### src/rtl/clk_period_monitor.sv
// Module: clk_period_monitor
// Measures a slow generated clock inside the 50 MHz domain. The slow clock is
// synchronised, its rising edges detected, and each complete period is
// reported as a period length and high time in fast-clock cycles. Periods
// outside EXP_PERIOD +/- TOL raise errO; no rising edge for TIMEOUT cycles
// raises lostO.
// Optional feature macro: CLKMON_STICKY_EN adds errClrI / errStickyO, a
// latched fault flag that holds until cleared while no fault is present.
module clk_period_monitor #(
    parameter int CNT_W      = 16,
    parameter int EXP_PERIOD = 5,
    parameter int TOL        = 0,
    parameter int TIMEOUT    = 64
) (
    input  logic             clk50mhzI,
    input  logic             nRst,
    input  logic             clkSlowI,
    output logic [CNT_W-1:0] periodO,
    output logic [CNT_W-1:0] highO,
    output logic             validO,
    output logic             errO,
    output logic             lostO
`ifdef CLKMON_STICKY_EN
  , input  logic             errClrI,
    output logic             errStickyO
`endif
);

    localparam logic [CNT_W-1:0] CNT_MAX     = '1;
    localparam logic [CNT_W-1:0] ONE         = CNT_W'(1);
    localparam logic [CNT_W-1:0] TIMEOUT_CNT = CNT_W'(TIMEOUT);
    localparam logic [CNT_W-1:0] LO_BOUND    = (EXP_PERIOD > TOL) ? CNT_W'(EXP_PERIOD - TOL) : '0;
    localparam logic [CNT_W-1:0] HI_BOUND    = CNT_W'(EXP_PERIOD + TOL);

    typedef enum logic [1:0] {
        ST_WAIT = 2'd0,
        ST_MEAS = 2'd1,
        ST_LOST = 2'd2
    } stateT;

    stateT            state;
    stateT            nextState;
    logic             syncMeta;
    logic             syncLevel;
    logic             levelDly;
    logic             rise;
    logic [CNT_W-1:0] cnt;
    logic [CNT_W-1:0] hcnt;
    logic [CNT_W-1:0] periodVal;
    logic [CNT_W-1:0] highVal;
    logic             periodBad;
    logic             capture;

    // Two-flop synchroniser plus a delayed copy of the synced level for edge detection
    always_ff @(posedge clk50mhzI or negedge nRst) begin
        if (!nRst) begin
            syncMeta  <= 1'b0;
            syncLevel <= 1'b0;
            levelDly  <= 1'b0;
        end else begin
            syncMeta  <= clkSlowI;
            syncLevel <= syncMeta;
            levelDly  <= syncLevel;
        end
    end

    assign rise = syncLevel & ~levelDly;

    // Saturating period and high-time counters, restarted on every rising edge
    always_ff @(posedge clk50mhzI or negedge nRst) begin
        if (!nRst) begin
            cnt  <= '0;
            hcnt <= '0;
        end else if (rise) begin
            cnt  <= '0;
            hcnt <= '0;
        end else begin
            if (cnt != CNT_MAX) begin
                cnt <= cnt + ONE;
            end
            if (syncLevel && (hcnt != CNT_MAX)) begin
                hcnt <= hcnt + ONE;
            end
        end
    end

    // The current cycle belongs to the period being closed, so fold it into both values
    always_comb begin
        periodVal = (cnt == CNT_MAX) ? cnt : cnt + ONE;
        highVal   = hcnt;
        if (syncLevel && (hcnt != CNT_MAX)) begin
            highVal = hcnt + ONE;
        end
    end

    assign periodBad = (periodVal < LO_BOUND) || (periodVal > HI_BOUND);

    // State register
    always_ff @(posedge clk50mhzI or negedge nRst) begin
        if (!nRst) begin
            state <= ST_WAIT;
        end else begin
            state <= nextState;
        end
    end

    // Next-state logic; a rise in the same cycle as the timeout takes priority
    always_comb begin
        nextState = state;
        capture   = 1'b0;
        case (state)
            ST_WAIT: begin
                if (rise) begin
                    nextState = ST_MEAS;
                end else if (cnt == TIMEOUT_CNT) begin
                    nextState = ST_LOST;
                end
            end
            ST_MEAS: begin
                if (rise) begin
                    capture = 1'b1;
                end else if (cnt == TIMEOUT_CNT) begin
                    nextState = ST_LOST;
                end
            end
            ST_LOST: begin
                if (rise) begin
                    nextState = ST_MEAS;
                end
            end
            default: begin
                nextState = ST_WAIT;
            end
        endcase
    end

    // Measurement result registers; errO holds until the next completed period
    always_ff @(posedge clk50mhzI or negedge nRst) begin
        if (!nRst) begin
            periodO <= '0;
            highO   <= '0;
            validO  <= 1'b0;
            errO    <= 1'b0;
        end else begin
            validO <= capture;
            if (capture) begin
                periodO <= periodVal;
                highO   <= highVal;
                errO    <= periodBad;
            end
        end
    end

    assign lostO = (state == ST_LOST);

`ifdef CLKMON_STICKY_EN
    // Latched fault flag; a live fault always wins over a clear request
    always_ff @(posedge clk50mhzI or negedge nRst) begin
        if (!nRst) begin
            errStickyO <= 1'b0;
        end else if (errO || lostO) begin
            errStickyO <= 1'b1;
        end else if (errClrI) begin
            errStickyO <= 1'b0;
        end
    end
`else
    // Without the sticky option there is no latched fault state to maintain.
`endif

endmodule

### config.mk
export PLATFORM = sky130hd
export DESIGN_NAME = clk_period_monitor
export DESIGN_NICKNAME = d
export VERILOG_FILES = /design/src/rtl/clk_period_monitor.sv
export SDC_FILE = /design/constraint.sdc
export NUM_CORES = 1
export LEC_CHECK = 0
export BUFFER_PORTS_ARGS = -buffer_cell sky130_fd_sc_hd__buf_4
export CAP_MARGIN = 20
export CORE_MARGIN = 2
export CORE_UTILIZATION = 30
export DETAILED_ROUTE_END_ITERATION = 6
export PLACE_DENSITY = 0.45
export SETUP_SLACK_MARGIN = 0.1
export SLEW_MARGIN = 20
export SYNTH_ARGS = -nofsm -noshare
export SYNTH_HDL_FRONTEND = slang
export SYNTH_SLANG_ARGS = --single-unit
export TNS_END_PERCENT = 10
### constraint.sdc
create_clock -name clk50mhzI -period 1.9 [get_ports clk50mhzI]
set_input_delay 0.38 -clock clk50mhzI [delete_from_list [all_inputs] [get_ports clk50mhzI]]
set_output_delay 0.38 -clock clk50mhzI [all_outputs]
set_load 0.05 [all_outputs]
==> metrics.txt, run 1 <==
status finished, final reports clean; worst skew pair latency 0.36 ns; synthesized instance count 329; Vias/cell 4.84; number of global-route vias before repair 2,606; Final WS setup 0.0472 ns; Crit. End Element flop; initial antenna violation count 0; worst-path fanout max 5; Final GP Congestion 0.856; wire per inst 14.4 um; Maximum Capacitance Violations 0; register area share after synthesis 55.7%; CTS clk-pin slew, worst paths 0.08 ns; Crit path required time 2.15 ns; grt ovf 0; first-pass GRT wire length 12.8 mm; die area 11,500 um2; Initial Util 30.9%; H-tree level count 3; post-synth top area share 55.7%; Final setup viols 0; Total Routed Length 7.91 mm; Post-DP HPWL 5.50 mm; RSZ-0062 raised after global routing true; via count 2,661; Diodes inserted 0; placed cell count 523; non-filler instance count after layout 550; Hold WC Path Type in2reg; Pwr Density 911 nW/um2; largest cells by area after synthesis dfrtp_1, nand2_1, nor2_1; Synth Cell Area 3190 um2; Slew Limit Headroom 68.2%; worst setup path category reg2reg; post-synth top area cell dfrtp_1; IO Count 38; worst path arrival time 2.10 ns; drt first pass iters 4; IO Port Bufs 37; R2R depth 6; clock sink count 71; Yosys cell types 39; worst slew pin tran 0.477 ns; Clock Tree Buf Depth 2; Layout Nets 415; DRC viols 0; Setup crit start kind flop; max-slew violations 0; TritonCTS buffer count 9; CTS tree built; #FFs+latches synth 71; fraction of layout cells with a size suffix above 1 31.2%; core area 10,300 um2; fmax 540 MHz; final worst path period need 1.85 ns; chip height 107 um; cell count of the worst hold path 1; Tcrit/Tclk final 97.5%; overall routing resource usage 14.7%; Avg Inst Size Synth 9.69 um2; largest net degree at the start of global routing 37; final core utilization 41.6%; synth warn 0; peak supply drop 0.618 mV; Clock Skew 0.0128 ns; Pleak 1.98 nW; CTS Root Cell clkbuf_8; final hold vios 0; synthesis-to-finish area growth 34.6%; syn_nets 335; pre-CTS WS -0.000113 ns; drt initial violations 49; post-route ant nets 0; Chip Width 107 um; number of fill cells in the layout 1,016; worst hold slack 0.122 ns; row count 37
[final cells by class]
cell class / instances / area, um2 / share of cell area, %
clock buffer: 10 / 128 / 2.97
sequential: 71 / 1780 / 41.5
inverter: 5 / 18.8 / 0.437
clock inverter: 6 / 85.1 / 1.98
timing repair buffer: 88 / 683 / 15.9
multi-input combinational: 234 / 1430 / 33.2
tap: 136 / 170 / 3.97
[Yosys cell counts (all sizes together)]
cell type and number:
or2 2, nand3b 1, and2 1, o311ai 1
nand3 18, nor3 4, xor2 13, nand2 47
clkbuf 16, a32oi 1, nor4b 1, and4bb 1
nor3b 1, mux2i 4, nor4 4, o21a 1
a21oi 2, a31oi 2, and3 8, inv 5
ha 3, nor2b 2, a31o 1, a22o 1
nor2 42, or4b 1, nand4 11, o211ai 1
xnor2 7, dfrtp 71, a41oi 3, o21ai 41
o31ai 1, buf 3, and4 8
[cells by family (layout without fill, tap and decap cells)]
kind of cell | after synthesis | count (layout) | synth area share [%]
muxes | 4 | 4 | 1.26
xor gates and xnor gates | 20 | 20 | 5.49
AOI/OAI and AO/OA | 55 | 55 | 9.77
DFF | 71 | 71 | 55.7
buffers and inverters | 24 | 109 | 3.02
adders and majority gates | 3 | 3 | 1.18
and+or+nand+nor | 152 | 152 | 23.5
[power breakdown]
part | switching (mW) | total [mW] | internal, mW
registers | 0.0936 | 1.73 | 1.64
clock network | 0.595 | 1.33 | 0.735
logic | 0.537 | 0.851 | 0.314
[sequential cells by signal, summed over array words and instances, names as in the netlist]
signal     count
cnt           16
hcnt          16
highO         16
periodO       16
state          2
errO           1
levelDly       1
syncLevel      1
syncMeta       1
validO         1
[final timing paths]
check	start	endpoint	slack [ns]
max in group asynchronous	nRst	highO[7]	0.83
worst max register to register	hcnt[6]	highO[13]	0.05
worst max-delay path	hcnt[6]	highO[13]	0.05
worst min-delay path	clkSlowI	syncMeta	0.12
min in group asynchronous	nRst	hcnt[13]	0.54
worst min register to register	syncMeta	syncLevel	0.36
[through the flow]
| step | setup TNS [ns] | total power, mW | area, um2 |
|---|---|---|---|
| global route | -0.104 | 4.13 | 4290 |
| CTS | 0 | 3.96 | 4130 |
| detailed placement | -0.000113 | 2.58 | 3880 |
| global placement | 0 | 2.58 | 3880 |
| floorplan | 0 | 2.25 | 3190 |
| finish | 0 | 3.91 | 4290 |
[cell usage in the layout, fill, tap and decap left out, types with 3 or more instances in the layout]
cell type and instances:
and3_1 5, and4_1 6, buf_4 84, clkbuf_8 9, dfrtp_1 69, inv_1 5, nand2_1 47, nand3_1 17
nand4_1 11, nor2_1 39, nor3_1 3, nor4_1 3, o21ai_0 13, o21ai_1 27, xnor2_1 5, xor2_1 11
[worst max-delay path, cell delays in order, from the launching register on]
cell     delay (ns)
dfrtp_1        0.39
and4_1         0.24
and3_2         0.24
or4b_4         0.53
nor2_4         0.13
xnor2_2        0.13
o21ai_1        0.09
[per-layer routing]
metal | routed length [um] | global-route usage (%) | part of all wire, %
met1 | 3560 | 18.3 | 45
met2 | 3790 | 23.2 | 48
met3 | 446 | 5.59 | 5.6
met4 | 120 | 5.10 | 1.5
met5 | 0 | 0 | 0
[repair_timing]
| action | in CTS | in global routing |
|---|---|---|
| hold endpoints to repair | 34 | 0 |
| hold buffers | 1 | 0 |
| pin swaps | 6 | 11 |
| endpoints found under the setup margin | 13 | 38 |
| gates resized for setup | 3 | 22 |
| setup buffers | 2 | 8 |
No activity file was read; power rests on OpenSTA's default activity.
==> inputs of run 2 (changes only) <==
--- a/config.mk
+++ b/config.mk
@@ -7,11 +7,14 @@
 export LEC_CHECK = 0
 export BUFFER_PORTS_ARGS = -buffer_cell sky130_fd_sc_hd__buf_4
 export CAP_MARGIN = 20
+export CELL_PAD_IN_SITES_DETAIL_PLACEMENT = 2
+export CELL_PAD_IN_SITES_GLOBAL_PLACEMENT = 2
 export CORE_MARGIN = 2
-export CORE_UTILIZATION = 30
+export CORE_UTILIZATION = 33
 export DETAILED_ROUTE_END_ITERATION = 6
-export PLACE_DENSITY = 0.45
+export PLACE_DENSITY = 0.72
 export SETUP_SLACK_MARGIN = 0.1
+export SKIP_CTS_REPAIR_TIMING = 1
 export SLEW_MARGIN = 20
 export SYNTH_ARGS = -nofsm -noshare
 export SYNTH_HDL_FRONTEND = slang
==> metrics.txt, run 2 (synthesized netlist as in run 1, its figures left out) <==
status finished with violations; violated checks negative setup slack; met2 usage 30.8%; final core utilization 47.3%; reg-to-reg slack, setup -0.03 ns; DRC viols 0; worst path arrival time 2.17 ns; initial antenna violation count 0; Tcrit/Tclk final 102%; worst hold slack 0.0294 ns; max-slew violations 0; Layout Nets 415; Clock Skew 0.00665 ns; Post-Place Cell Area 3920 um2; worst-path fanout max 4; CTS clk-pin slew, worst paths 0.08 ns; row count 35; RSZ-0062 raised after global routing true; final worst path period need 1.93 ns; via count 2,736; Crit path required time 2.14 ns; r2r startpoint hcnt[1]; Setup crit start kind flop; first-pass GRT wire length 15.1 mm; wire per inst 18.2 um; overall routing resource usage 19.1%; Crit. End Element flop; number of fill cells in the layout 997; IO Count 38; number of global-route vias before repair 2,876; R2R depth 7; Slew Limit Headroom 72.7%; met1 usage 26.4%; chip height 102 um; IO Port Bufs 37; Finished Cell Area 4410 um2; fmax 518 MHz; Diodes inserted 0; synthesis-to-finish area growth 38.3%; drt first pass iters 4; final hold vios 0; largest net degree at the start of global routing 72; Pwr Density 882 nW/um2; Most Crowded Layer GR met2; Maximum Capacitance Violations 0; grt ovf 0; worst skew pair latency 0.35 ns; Final setup viols 6; Initial Util 34.2%; Post-DP HPWL 6.35 mm; die area 10,500 um2; clock sink count 71; Final GP Congestion 0.886; Total Power 3.89 mW; Clock Tree Buf Depth 2; Total Routed Length 9.87 mm; H-tree level count 3; fraction of layout cells with a size suffix above 1 35.4%; most common cell after layout, fill and taps aside buf_4; CTS tree built; core area 9330 um2; drt initial violations 92; peak supply drop 0.599 mV; CTS Root Cell clkbuf_8; Chip Width 102 um; worst setup path category reg2reg; Vias/cell 5.05; TritonCTS buffer count 9; commonest non-fill, non-tap cells in the layout buf_4, dfrtp_1, nand2_1; Hold WC Path Type in2async; worst slew pin tran 0.405 ns; RR Endpoint highO[15]; met3 GRT Util 3.35%; post-route ant nets 0; Final WS setup -0.0304 ns; Pleak 1.97 nW
-- run 2: how the worst max path moves through the flow --
stage	start	endpoint	slack [ns]	cells past startpoint
floorplan	cnt[0]	periodO[5]	0.05	7
detailed placement	cnt[0]	errO	-0.16	7
CTS	cnt[0]	errO	-0.19	7
global route	hcnt[1]	highO[15]	-0.1	7
finish	hcnt[1]	highO[15]	-0.03	7
global placement	cnt[1]	errO	-0.16	7
-- run 2: worst max-delay path, cell delays in order, from the launching register on --
cell     delay [ns]
dfrtp_1        0.40
ha_2           0.19
and2_4         0.17
and4_4         0.16
or4b_4         0.57
nor2_4         0.14
xnor2_2        0.13
o21ai_1        0.07
-- run 2: final cells by class --
type | instances | area [um2] | area share, %
Sequential cell | 71 | 1780 | 40.4
Clock inverter | 6 | 62.6 | 1.42
Tap cell | 129 | 161 | 3.66
Inverter | 5 | 18.8 | 0.426
Clock buffer | 9 | 124 | 2.81
Multi-Input combinational cell | 234 | 1560 | 35.5
Timing Repair Buffer | 88 | 697 | 15.8
-- run 2: power breakdown --
| part | internal [mW] | switching, mW |
|---|---|---|
| registers | 1.64 | 0.118 |
| clock network | 0.594 | 0.593 |
| logic | 0.340 | 0.609 |
-- run 2: through the flow --
stage | instances | worst slack (ns) | setup TNS [ns]
after floorplan | 329 | 0.0488 | 0
after global placement | 521 | -0.163 | -0.264
after detailed placement | 521 | -0.162 | -0.504
after CTS | 536 | -0.187 | -1.19
after global routing | 542 | -0.0983 | -0.844
final | 542 | -0.0304 | -0.116
-- run 2: per-layer routing --
layer  part of all wire (%)  vias to the layer above  wire length (um)
met4                    1.1                        0               112
li1                       -                     1289                 -
met3                    2.2                        8               220
met2                     51                       37              5040
met1                     46                     1402              4500
met5                      0                        -                 0
==> inputs of run 3 (changes only) <==
--- a/config.mk
+++ b/config.mk
@@ -9,10 +9,9 @@
 export CAP_MARGIN = 20
 export CELL_PAD_IN_SITES_DETAIL_PLACEMENT = 2
 export CELL_PAD_IN_SITES_GLOBAL_PLACEMENT = 2
-export CORE_MARGIN = 2
-export CORE_UTILIZATION = 33
+export CORE_UTILIZATION = 36
 export DETAILED_ROUTE_END_ITERATION = 6
-export PLACE_DENSITY = 0.72
+export PLACE_DENSITY = 0.75
 export SETUP_SLACK_MARGIN = 0.1
 export SKIP_CTS_REPAIR_TIMING = 1
 export SLEW_MARGIN = 20
==> constraint.sdc (replaced) <==
create_clock -name clk50mhzI -period 2.15 [get_ports clk50mhzI]
set_input_delay 0.43 -clock clk50mhzI [delete_from_list [all_inputs] [get_ports clk50mhzI]]
set_output_delay 0.43 -clock clk50mhzI [all_outputs]
set_load 0.05 [all_outputs]
==> metrics.txt, run 3 (synthesized netlist as in run 1, its figures left out) <==
Initial Util 38.0%; Final GP Congestion 0.854; number of fill cells in the layout 918; fraction of layout cells with a size suffix above 1 24.8%; fmax 485 MHz; number of global-route vias before repair 2,854; initial antenna violation count 0; chip height 96.1 um; Final WS setup 0.0888 ns; Chip Width 96.1 um; Crit path required time 2.39 ns; clock sink count 71; synthesis-to-finish area growth 25.0%; die area 9240 um2; Post-DP HPWL 6.10 mm; RSZ-0062 raised after global routing true; Diodes inserted 0; Setup crit start kind flop; final hold vios 0; first-pass GRT wire length 15.0 mm; Final setup viols 0; Pleak 1.81 nW; worst skew pair latency 0.35 ns; Pwr Density 830 nW/um2; row count 33; CTS clk-pin slew, worst paths 0.08 ns; Setup TNS Final 0 ns; Layout Nets 388; post-route ant nets 0; status finished, final reports clean; non-filler instance count after layout 492; commonest non-fill, non-tap cells in the layout dfrtp_1, buf_4, nand2_1; IO Port Bufs 37; Maximum Capacitance Violations 0; most common cell after layout, fill and taps aside dfrtp_1; largest net degree at the start of global routing 66; DRC viols 0; CTS Root Cell clkbuf_8; worst-path fanout max 4; Crit. End Element flop; Clock Tree Buf Depth 2; wire per inst 18.4 um; Total Routed Length 9.07 mm; IO Count 38; pre-CTS WS 0.0384 ns; placed cell count 469; grt ovf 0; worst setup path category reg2reg; drt initial violations 64; CTS tree built; drt first pass iters 4; Vias/cell 5.34; final worst path period need 2.06 ns; worst path arrival time 2.30 ns; TritonCTS buffer count 9; worst slew pin tran 0.504 ns; Tcrit/Tclk final 95.9%; max-slew violations 0; peak supply drop 0.300 mV; Hold WC Path Type in2reg; Clock Skew 0.00780 ns; via count 2,625; Slew Limit Headroom 66.1%; core area 8380 um2; H-tree level count 3; overall routing resource usage 22.0%
## run 3: worst max-delay path, stage by stage (launching register included)
cell and delay, ns:
dfrtp_1 0.41, ha_1 0.22, and2_2 0.23, and4_4 0.21, or4b_4 0.53, nor2_2 0.12, xnor2_1 0.15, o21ai_1 0.10
## run 3: layout make-up
type / instances / area, um2 / area share, %
repair buffers: 61 / 485 / 12.2
inverters: 5 / 18.8 / 0.471
multi-input cells: 234 / 1380 / 34.5
clock inverters: 3 / 42.5 / 1.07
clock buffers: 13 / 149 / 3.74
flip-flops and latches: 71 / 1780 / 44.7
well taps: 105 / 131 / 3.30
## run 3: path summary, 6_finish.rpt
path,start,to,slack (ns),cells after the start
max,hcnt[0],highO[13],0.09,7
min,clkSlowI,syncMeta,0.18,1
max reg2reg,hcnt[0],highO[13],0.09,7
min reg2reg,syncMeta,syncLevel,0.35,0
max in group asynchronous,nRst,cnt[10],1.03,3
min in group asynchronous,nRst,highO[11],0.53,2
## run 3: through the flow
| step | power, mW | util (%) | area [um2] | hold slack, ns |
|---|---|---|---|---|
| after floorplan | 1.98 | - | 3190 | 0.134 |
| after global placement | 2.20 | 43.8 | 3670 | 0.336 |
| after detailed placement | 2.23 | 43.8 | 3670 | 0.338 |
| after CTS | 3.32 | 46.1 | 3870 | -0.00176 |
| after global routing | 3.50 | 47.5 | 3990 | 0.158 |
| final | 3.31 | 47.5 | 3990 | 0.178 |
## run 3: metal layers
metal | track usage (%) | routed length (um)
met1 | 29.6 | 4230
met2 | 34.9 | 4380
met3 | 5.13 | 336
met4 | 6.84 | 127
met5 | 0 | 0
## run 3: power breakdown
group / switching [mW] / total, mW / internal (mW) / leakage [nW]
Sequential: 0.120 / 1.57 / 1.45 / 0.952
Clock: 0.501 / 1.07 / 0.568 / 0.0936
Combinational: 0.461 / 0.668 / 0.207 / 0.762
Total: 1.08 / 3.31 / 2.23 / 1.81
